**src/rtl/vote_session_ctrl.sv**
```systemverilog
`default_nettype none
// +----------------------------------------------------------------------------+
// | vote_session_ctrl: voting-window sequencer for the 7-input majority voter. |
// | Optional MISMATCH self-check enabled by defining VOTE_CHECK_EN.            |
// | Revision: 1.0                                                              |
// +----------------------------------------------------------------------------+
module vote_session_ctrl #(
   parameter int WINDOW = 16,
   parameter int SETTLE = 2
) (
   input  logic       CLK,
   input  logic       RST,
   input  logic       START,
   input  logic [6:0] VOTE_YES,
   input  logic [6:0] VOTE_NO,
   output logic [6:0] A_DRV,
   input  logic       VOTER_OUT,
   output logic [6:0] VOTED,
   output logic [2:0] YES_CNT,
   output logic       BUSY,
   output logic       DONE,
   output logic       PASS
`ifdef VOTE_CHECK_EN
   ,
   output logic       MISMATCH
`endif
);

   typedef enum logic [1:0] {
      S_IDLE   = 2'd0,
      S_OPEN   = 2'd1,
      S_EVAL   = 2'd2,
      S_RESULT = 2'd3
   } state_t;

   state_t     r_state,   w_state_nxt;
   logic [7:0] r_win_cnt, w_win_nxt;
   logic [3:0] r_set_cnt, w_set_nxt;
   logic [6:0] r_voted,   w_voted_nxt;
   logic [6:0] r_yes,     w_yes_nxt;
   logic [2:0] r_yes_cnt, w_yes_cnt_nxt;
   logic       r_pass,    w_pass_nxt;
   logic       r_done,    w_done_nxt;
   logic [6:0] w_acc_yes;
   logic [6:0] w_acc_no;
`ifdef VOTE_CHECK_EN
   logic       r_mismatch, w_mismatch_nxt;
`endif

   function automatic logic [2:0] f_popcnt(input logic [6:0] v);
      logic [2:0] s;
      s = 3'd0;
      for (int i = 0; i < 7; i++) begin
         s = s + {2'b00, v[i]};
      end
      return s;
   endfunction

   // A simultaneous yes+no from one voter is dropped so that voter may retry.
   assign w_acc_yes = VOTE_YES & ~VOTE_NO & ~r_voted;
   assign w_acc_no  = VOTE_NO & ~VOTE_YES & ~r_voted;

   always_comb begin
      w_state_nxt   = r_state;
      w_win_nxt     = r_win_cnt;
      w_set_nxt     = r_set_cnt;
      w_voted_nxt   = r_voted;
      w_yes_nxt     = r_yes;
      w_yes_cnt_nxt = r_yes_cnt;
      w_pass_nxt    = r_pass;
      w_done_nxt    = 1'b0;
`ifdef VOTE_CHECK_EN
      w_mismatch_nxt = r_mismatch;
`endif
      case (r_state)
         S_IDLE, S_RESULT: begin
            if (START) begin
               w_state_nxt   = S_OPEN;
               w_voted_nxt   = 7'h00;
               w_yes_nxt     = 7'h00;
               w_yes_cnt_nxt = 3'd0;
               w_win_nxt     = 8'(WINDOW - 1);
`ifdef VOTE_CHECK_EN
               w_mismatch_nxt = 1'b0;
`endif
            end
         end
         S_OPEN: begin
            w_voted_nxt   = r_voted | w_acc_yes | w_acc_no;
            w_yes_nxt     = r_yes | w_acc_yes;
            w_yes_cnt_nxt = r_yes_cnt + f_popcnt(w_acc_yes);
            if ((w_voted_nxt == 7'h7F) || (r_win_cnt == 8'd0)) begin
               w_state_nxt = S_EVAL;
               w_set_nxt   = 4'(SETTLE - 1);
            end else begin
               w_win_nxt = r_win_cnt - 8'd1;
            end
         end
         S_EVAL: begin
            if (r_set_cnt == 4'd0) begin
               w_state_nxt = S_RESULT;
               w_pass_nxt  = VOTER_OUT;
               w_done_nxt  = 1'b1;
`ifdef VOTE_CHECK_EN
               w_mismatch_nxt = (VOTER_OUT != (r_yes_cnt >= 3'd4));
`endif
            end else begin
               w_set_nxt = r_set_cnt - 4'd1;
            end
         end
         default: w_state_nxt = S_IDLE;
      endcase
   end

   always_ff @(posedge CLK) begin
      if (RST) begin
         r_state   <= S_IDLE;
         r_win_cnt <= 8'd0;
         r_set_cnt <= 4'd0;
         r_voted   <= 7'h00;
         r_yes     <= 7'h00;
         r_yes_cnt <= 3'd0;
         r_pass    <= 1'b0;
         r_done    <= 1'b0;
`ifdef VOTE_CHECK_EN
         r_mismatch <= 1'b0;
`endif
      end else begin
         r_state   <= w_state_nxt;
         r_win_cnt <= w_win_nxt;
         r_set_cnt <= w_set_nxt;
         r_voted   <= w_voted_nxt;
         r_yes     <= w_yes_nxt;
         r_yes_cnt <= w_yes_cnt_nxt;
         r_pass    <= w_pass_nxt;
         r_done    <= w_done_nxt;
`ifdef VOTE_CHECK_EN
         r_mismatch <= w_mismatch_nxt;
`endif
      end
   end

   // Non-voters present as 0 to the datapath; lines are parked low when idle.
   assign A_DRV   = (r_state == S_IDLE) ? 7'h00 : r_yes;
   assign VOTED   = r_voted;
   assign YES_CNT = r_yes_cnt;
   assign BUSY    = (r_state == S_OPEN) || (r_state == S_EVAL);
   assign DONE    = r_done;
   assign PASS    = r_pass;
`ifdef VOTE_CHECK_EN
   assign MISMATCH = r_mismatch;
`endif

endmodule
`default_nettype wire

```
**config.mk**
```make
export PLATFORM = sky130hd
export DESIGN_NAME = vote_session_ctrl
export DESIGN_NICKNAME = d
export VERILOG_FILES = /design/src/rtl/vote_session_ctrl.sv
export SDC_FILE = /design/constraint.sdc
export NUM_CORES = 1
export LEC_CHECK = 0
export CORE_MARGIN = 2
export CORE_UTILIZATION = 40
export DETAILED_ROUTE_END_ITERATION = 8
export GPL_TIMING_DRIVEN = 0
export PLACE_DENSITY_LB_ADDON = 0.15
export SKIP_LAST_GASP = 1
export SLEW_MARGIN = 40
export SYNTH_ARGS = -nofsm -noshare
export SYNTH_HDL_FRONTEND = slang
export SYNTH_SLANG_ARGS = --single-unit
export TNS_END_PERCENT = 30
```
**constraint.sdc**
```tcl
create_clock -name CLK -period 5.4 [get_ports CLK]
set_input_delay 1.62 -clock CLK [delete_from_list [all_inputs] [get_ports CLK]]
set_output_delay 1.62 -clock CLK [all_outputs]
set_load 0.02 [all_outputs]
```
# Yosys cells after proc, flatten, opt, wreduce, memory -nomap -nowiden

Index checks and enable logic that the tools add are counted.

RAM bits: 0
Input bits: 18
Register bits after elaboration: 33
ROM bits: 0
Memories: 0
Bits in latches: 0

Shifts and indexed selects: 0
Equal/unequal tests: 9
Order comparisons: 0
Multiplexer cells: 17
Add/sub/neg operators: 9
Divide/modulo/power cells: 0
Reductions and logical operators: 14
Multipliers: 0
Bitwise operators: 11

Operator list:

| operator              | count |
|---|---|
| $and A7 B7 Y7         | 4 |
| $pmux W7 S2           | 2 |
| $not A7 Y7            | 3 |
| $or A7 B7 Y7          | 3 |
| $mux W8               | 2 |
| $pmux W8 S2           | 1 |
| $mux W7               | 2 |
| $add A3 B1 Y3         | 4 |
| $ne A2 B2 Y1 const B  | 5 |
| $reduce_and A3 Y1     | 3 |
| $logic_not A8 Y1      | 1 |
| $mux W4               | 2 |
| $pmux W4 S2           | 1 |
| $sub A8 B1 Y8 const B | 1 |
| $eq A7 B7 Y1 const B  | 1 |
| $mux W2               | 3 |
| $pmux W2 S3           | 1 |
| $pmux W3 S2           | 1 |
| $eq A2 B2 Y1 const B  | 2 |
| $logic_not A4 Y1      | 1 |
| $reduce_and A2 Y1     | 2 |
| $reduce_bool A2 Y1    | 2 |
| $reduce_or A2 Y1      | 2 |
| $sub A4 B1 Y4 const B | 1 |
| 9 further kinds       | 10 |

# Longest topological paths before layout

Depth after elaboration: 11
Gate-level depth with buffers: 16
Depth with buffers taken out: 16

# Least setup slack after synthesis

No wires, ideal clock.

Path type: input -> register
From: in VOTE_NO[2]
To: reg r_yes_cnt[2], in the netlist YES_CNT[2]
Setup time: 0.071 ns
Stages: 16
Arrival: 4.424 ns
Slack: 0.905 ns
Buffers on the path: 0
Path through: inv_1 nand3_1 fa_1 inv_1 fa_1 inv_1 fa_1 inv_1 ha_1 inv_1 fa_1 xor2_1 xnor2_1 o21ai_0 nand2_1 a21oi_1

Cells in the longest elaborated chain, start to end: 10

RTL lines:

| element                     | line | source |
|---|---|---|
| from (decl)                 | 15   | `input logic [6:0] VOTE_NO,` |
| $not A7 Y7                  | 60   | `assign w_acc_yes = VOTE_YES & ~VOTE_NO & ~r_voted;` |
| $and A7 B7 Y7 (2 in series) | 60   |  |
| $add A2 B1 Y3               | 54   | `s = s + {2'b00, v[i]};` |
| $add A3 B1 Y3 (4 in series) | 54   |  |
| $add A3 B3 Y3               | 91   | `w_yes_cnt_nxt = r_yes_cnt + f_popcnt(w_acc_yes);` |
| $pmux W3 S2                 | 75   | `case (r_state)` |
| to (signal assigned)        | 134  | `r_yes_cnt <= w_yes_cnt_nxt;` |
| to (decl)                   | 41   | `logic [2:0] r_yes_cnt, w_yes_cnt_nxt;` |

Every way passes these cells.
A chain may end at the register's enable or synchronous reset.

# Final worst setup path

From: in VOTE_YES[2]
To: reg r_yes_cnt[2], in the netlist YES_CNT[2]

Cells in the longest elaborated chain, start to end: 9

RTL lines:

| element                     | line | source |
|---|---|---|
| from (decl)                 | 14   | `input logic [6:0] VOTE_YES,` |
| $and A7 B7 Y7 (2 in series) | 60   |  |
| $add A2 B1 Y3               | 54   |  |
| $add A3 B1 Y3 (4 in series) | 54   |  |
| $add A3 B3 Y3               | 91   |  |
| $pmux W3 S2                 | 75   |  |

Every way passes these cells.

==> implementation parameters <==
Parameter                              Value

Synthesis
  Syn nets ... around 260
  Count of cell types in the netlist ... 46
  Proportion of synthesized chip area in sequential cells ... 0.340
  Flip-flop and latch count after synthesis ... 33
  Syn_area_per_cell ... about 8.5 um2
  Most used flip-flop cell after synthesis ... dfxtp_1
  Cell count after synthesis ... about 230
  Number of warning messages in the yosys log ... 0
  Post-Syn Area ... slightly below 2000 um2
  Post-synthesis async set-or-reset flop share ... 0
  Number of synthesized flops with an enable pin ... 0

Detailed routing
  Routed WL per cell ... 13.9 um
  Number of DRC markers in iteration 0 ... between 100 and 150
  Via density per instance ... ~5.3
  DRC errors left ... 0
  First-pass iteration count of the detailed router ... 4
  ANT nets after route ... 0
  Via count ... 1,742
  Final wirelength ... roughly 4500 um

Clock tree
  Source-to-sink clock delay at the later pin of the worst-skew pair ... approximately 280 ps
  Number of hold buffers added after CTS ... 0
  Buffers inserted by post-CTS timing repair ... 0
  Clock transition at path regs ... roughly 60 ps
  Number of CTS-inserted buffers ... 5
  Maximum level of the CTS H-tree ... 2
  CTS Root Cell ... clkbuf_8
  Clock Path Buffers ... 2
  Total of cells resized after clock tree synthesis ... 0
  Clock net sink count ... 33
  TritonCTS clock tree ... done

Placement
  Post-placement cell count ... 319
  Number of port buffers ... 37
  Cell area reported after detailed placement ... approximately 2400 um2
  Last weighted congestion value of the routability-driven placer ... ~0.9
  Detailed placer's ending HPWL ... between 3000 and 4000 um
  Worst slack, placed ... 258 ps

Critical path
  Worst flop-to-flop path startpoint ... VOTED[2]$_SDFFE_PP0P_
  Critical path endpoint category ... flip-flop
  Kind of start point of the critical path ... primary input
  Worst Path Required ... about 5500 ps
  Critical path peak fanout ... 2
  Worst path arrival time ... 4960 ps
  Crit path kind ... primary input to flip-flop
  R2R Path End ... YES_CNT[2]$_SDFFE_PP0P_
  Depth of the worst register-to-register path ... 16
  Minimum setup slack among reg-to-reg paths ... 2010 ps

Run
  Max Cap Violations ... 0

Power and ir drop
  Leakage ... around 0.00096 uW
  Power per unit of standard cell area ... ~450 nW/um2
  Max VDD drop ... 196 uV
  Post-layout power ... between 1000 and 1500 uW

Final layout
  Total of fill cells in the finished design ... about 470
  Final design area excluding fillers ... 2460 um2
  Antenna diode count ... 0
  Fraction of layout cells with a size suffix above 1 ... 0.0625
  Final cell count without fillers ... ~330
  Net count, final ... about 310
  Synth-to-Final Area Change ... 27.0%

STA
  Clock skew after layout ... slightly below 4 ps
  Setup WS post-layout ... 581 ps
  Post-layout min period ... around 4800 ps
  RSZ-0062 raised after global routing ... no
  Worst-Margin Slew ... between 700 and 800 ps
  Period utilisation layout ... 0.892
  # setup viols final ... 0
  Number of slew-limit violations in the final report ... 0
  Setup TNS ... 0 ps
  Relative slew slack ... 0.487
  Timing-limited maximum frequency ... just over 0.2 GHz
  Hold violation total from the final report ... 0

Hold path
  Hold path depth ... 1
  Hold/Removal Path Class ... flip-flop to flip-flop
  Hold path startpoint ... r_yes[0]$_SDFFE_PP0P_
  Capture endpoint of the worst hold path ... r_yes[0]$_SDFFE_PP0P_

Global route
  GR Util met2 ... 0.286
  Pin count of the biggest net entering global routing ... 11
  Grt met1 use ... 0.236
  Antenna violations before repair ... 0
  Congestion Overflow GR ... 0
  Gr usage total ... 0.181
  Wire length of the first global-routing pass ... ~7500 um
  Most Used Layer, Global Route ... met2
  Global Route met3 Usage ... 0.0357
  Via count of the first global-routing pass ... 1,652

Floorplan
  Core Footprint ... approximately 4700 um2
  Initial core utilization ... 0.414
  Num rows ... 25
  Height of the chip ... roughly 74 um
  Top-level I/O count ... 38
  Die Width ... approximately 74 um
  Floorplan die area ... about 5400 um2

Status
  Run status ... complete, no violations
[power breakdown]
part	switching, uW	internal [uW]
clock	87.7	101
sequential	47.4	301
combinational	334	244
total	469	647
[worst max-delay path, cell delays in order]
cell	delay [ps]
clkdlybuf4s50_1	490
nand3_1	130
fa_1	520
inv_1	50
fa_1	470
inv_1	50
fa_1	440
inv_1	60
ha_1	130
inv_1	50
fa_1	370
xor2_1	160
xnor2_1	170
o21ai_0	100
nand2_1	100
a21oi_1	50
[Yosys cell counts, types with 4 or more instances]
library cell,count,area (um2)
o21a_1,4,30.0
clkbuf_1,4,15.0
ha_1,11,138
xnor2_1,4,35.0
xor2_1,5,43.8
nand3_1,10,50.1
a21oi_1,10,50.1
and2_1,5,31.3
inv_1,22,82.6
nor2b_1,8,50.1
nor2_1,25,93.8
o21ai_0,6,30.0
fa_1,4,80.1
dfxtp_1,33,661
nand2_1,15,56.3
or3_1,8,50.1
a22oi_1,4,30.0
[stage by stage]
step,hold slack (ps),utilization
CTS,459,0.525
global placement,441,0.507
global route,472,0.525
finish,455,0.525
detailed placement,445,0.507
floorplan,429,-
[sequential cells by signal, summed over array words and instances (netlist names)]
signal     cells
PASS           1
r_set_cnt      4
DONE           1
VOTED          7
YES_CNT        3
r_yes          7
r_state        2
r_win_cnt      8
[kinds of logic after synthesis]
logic type	count (synthesis)	synth area share
and+or+nand+nor	89	0.238
AOI/OAI and AO/OA	47	0.171
DFF	33	0.340
buffers and inverters	30	0.0709
adders and majority gates	15	0.112
xor gates and xnor gates	9	0.0406
muxes	5	0.0271
[worst max-delay path by stage]
stage	startpoint	depth (start not counted)	to
global placement	VOTE_YES[2]	16	YES_CNT[2]$_SDFFE_PP0P_
detailed placement	VOTE_YES[2]	16	YES_CNT[2]$_SDFFE_PP0P_
finish	VOTE_YES[2]	16	YES_CNT[2]$_SDFFE_PP0P_
CTS	VOTE_YES[2]	16	YES_CNT[2]$_SDFFE_PP0P_
floorplan	VOTE_NO[2]	16	YES_CNT[2]$_SDFFE_PP0P_
global route	VOTE_NO[0]	17	YES_CNT[2]$_SDFFE_PP0P_
[metal layers]
layer,up-vias,share of wire
met5,-,0
met4,0,0.022
met3,12,0.045
met2,41,0.47
met1,805,0.46
li1,884,-
[cells in the final DEF, fill, tap and decap left out, types with 4 or more instances in the layout]
cell type | netlist | final
o21ai_0 | 6 | 6
clkdlybuf4s50_1 | 0 | 37
a22oi_1 | 4 | 4
xor2_1 | 5 | 5
nand2_1 | 15 | 15
fa_1 | 4 | 4
inv_1 | 22 | 22
clkbuf_8 | 0 | 6
o21a_1 | 4 | 4
dfxtp_1 | 33 | 33
xnor2_1 | 4 | 4
nand3_1 | 10 | 10
and2_1 | 5 | 5
ha_1 | 11 | 11
nor2_1 | 25 | 25
nor2b_1 | 8 | 8
or3_1 | 8 | 8
a21oi_1 | 10 | 10
clkbuf_1 | 4 | 5
[final cells by class]
cell class / count / area (um2) / share of cell area
inverter: 22 / 82.6 / 0.0335
timing repair buffer: 37 / 370 / 0.150
buffer: 8 / 55.1 / 0.0223
multi-input combinational: 165 / 1140 / 0.463
tap: 54 / 67.6 / 0.0274
clock buffer: 7 / 86.3 / 0.0350
sequential: 33 / 661 / 0.268
No activity file was read; power rests on OpenSTA's default activity.
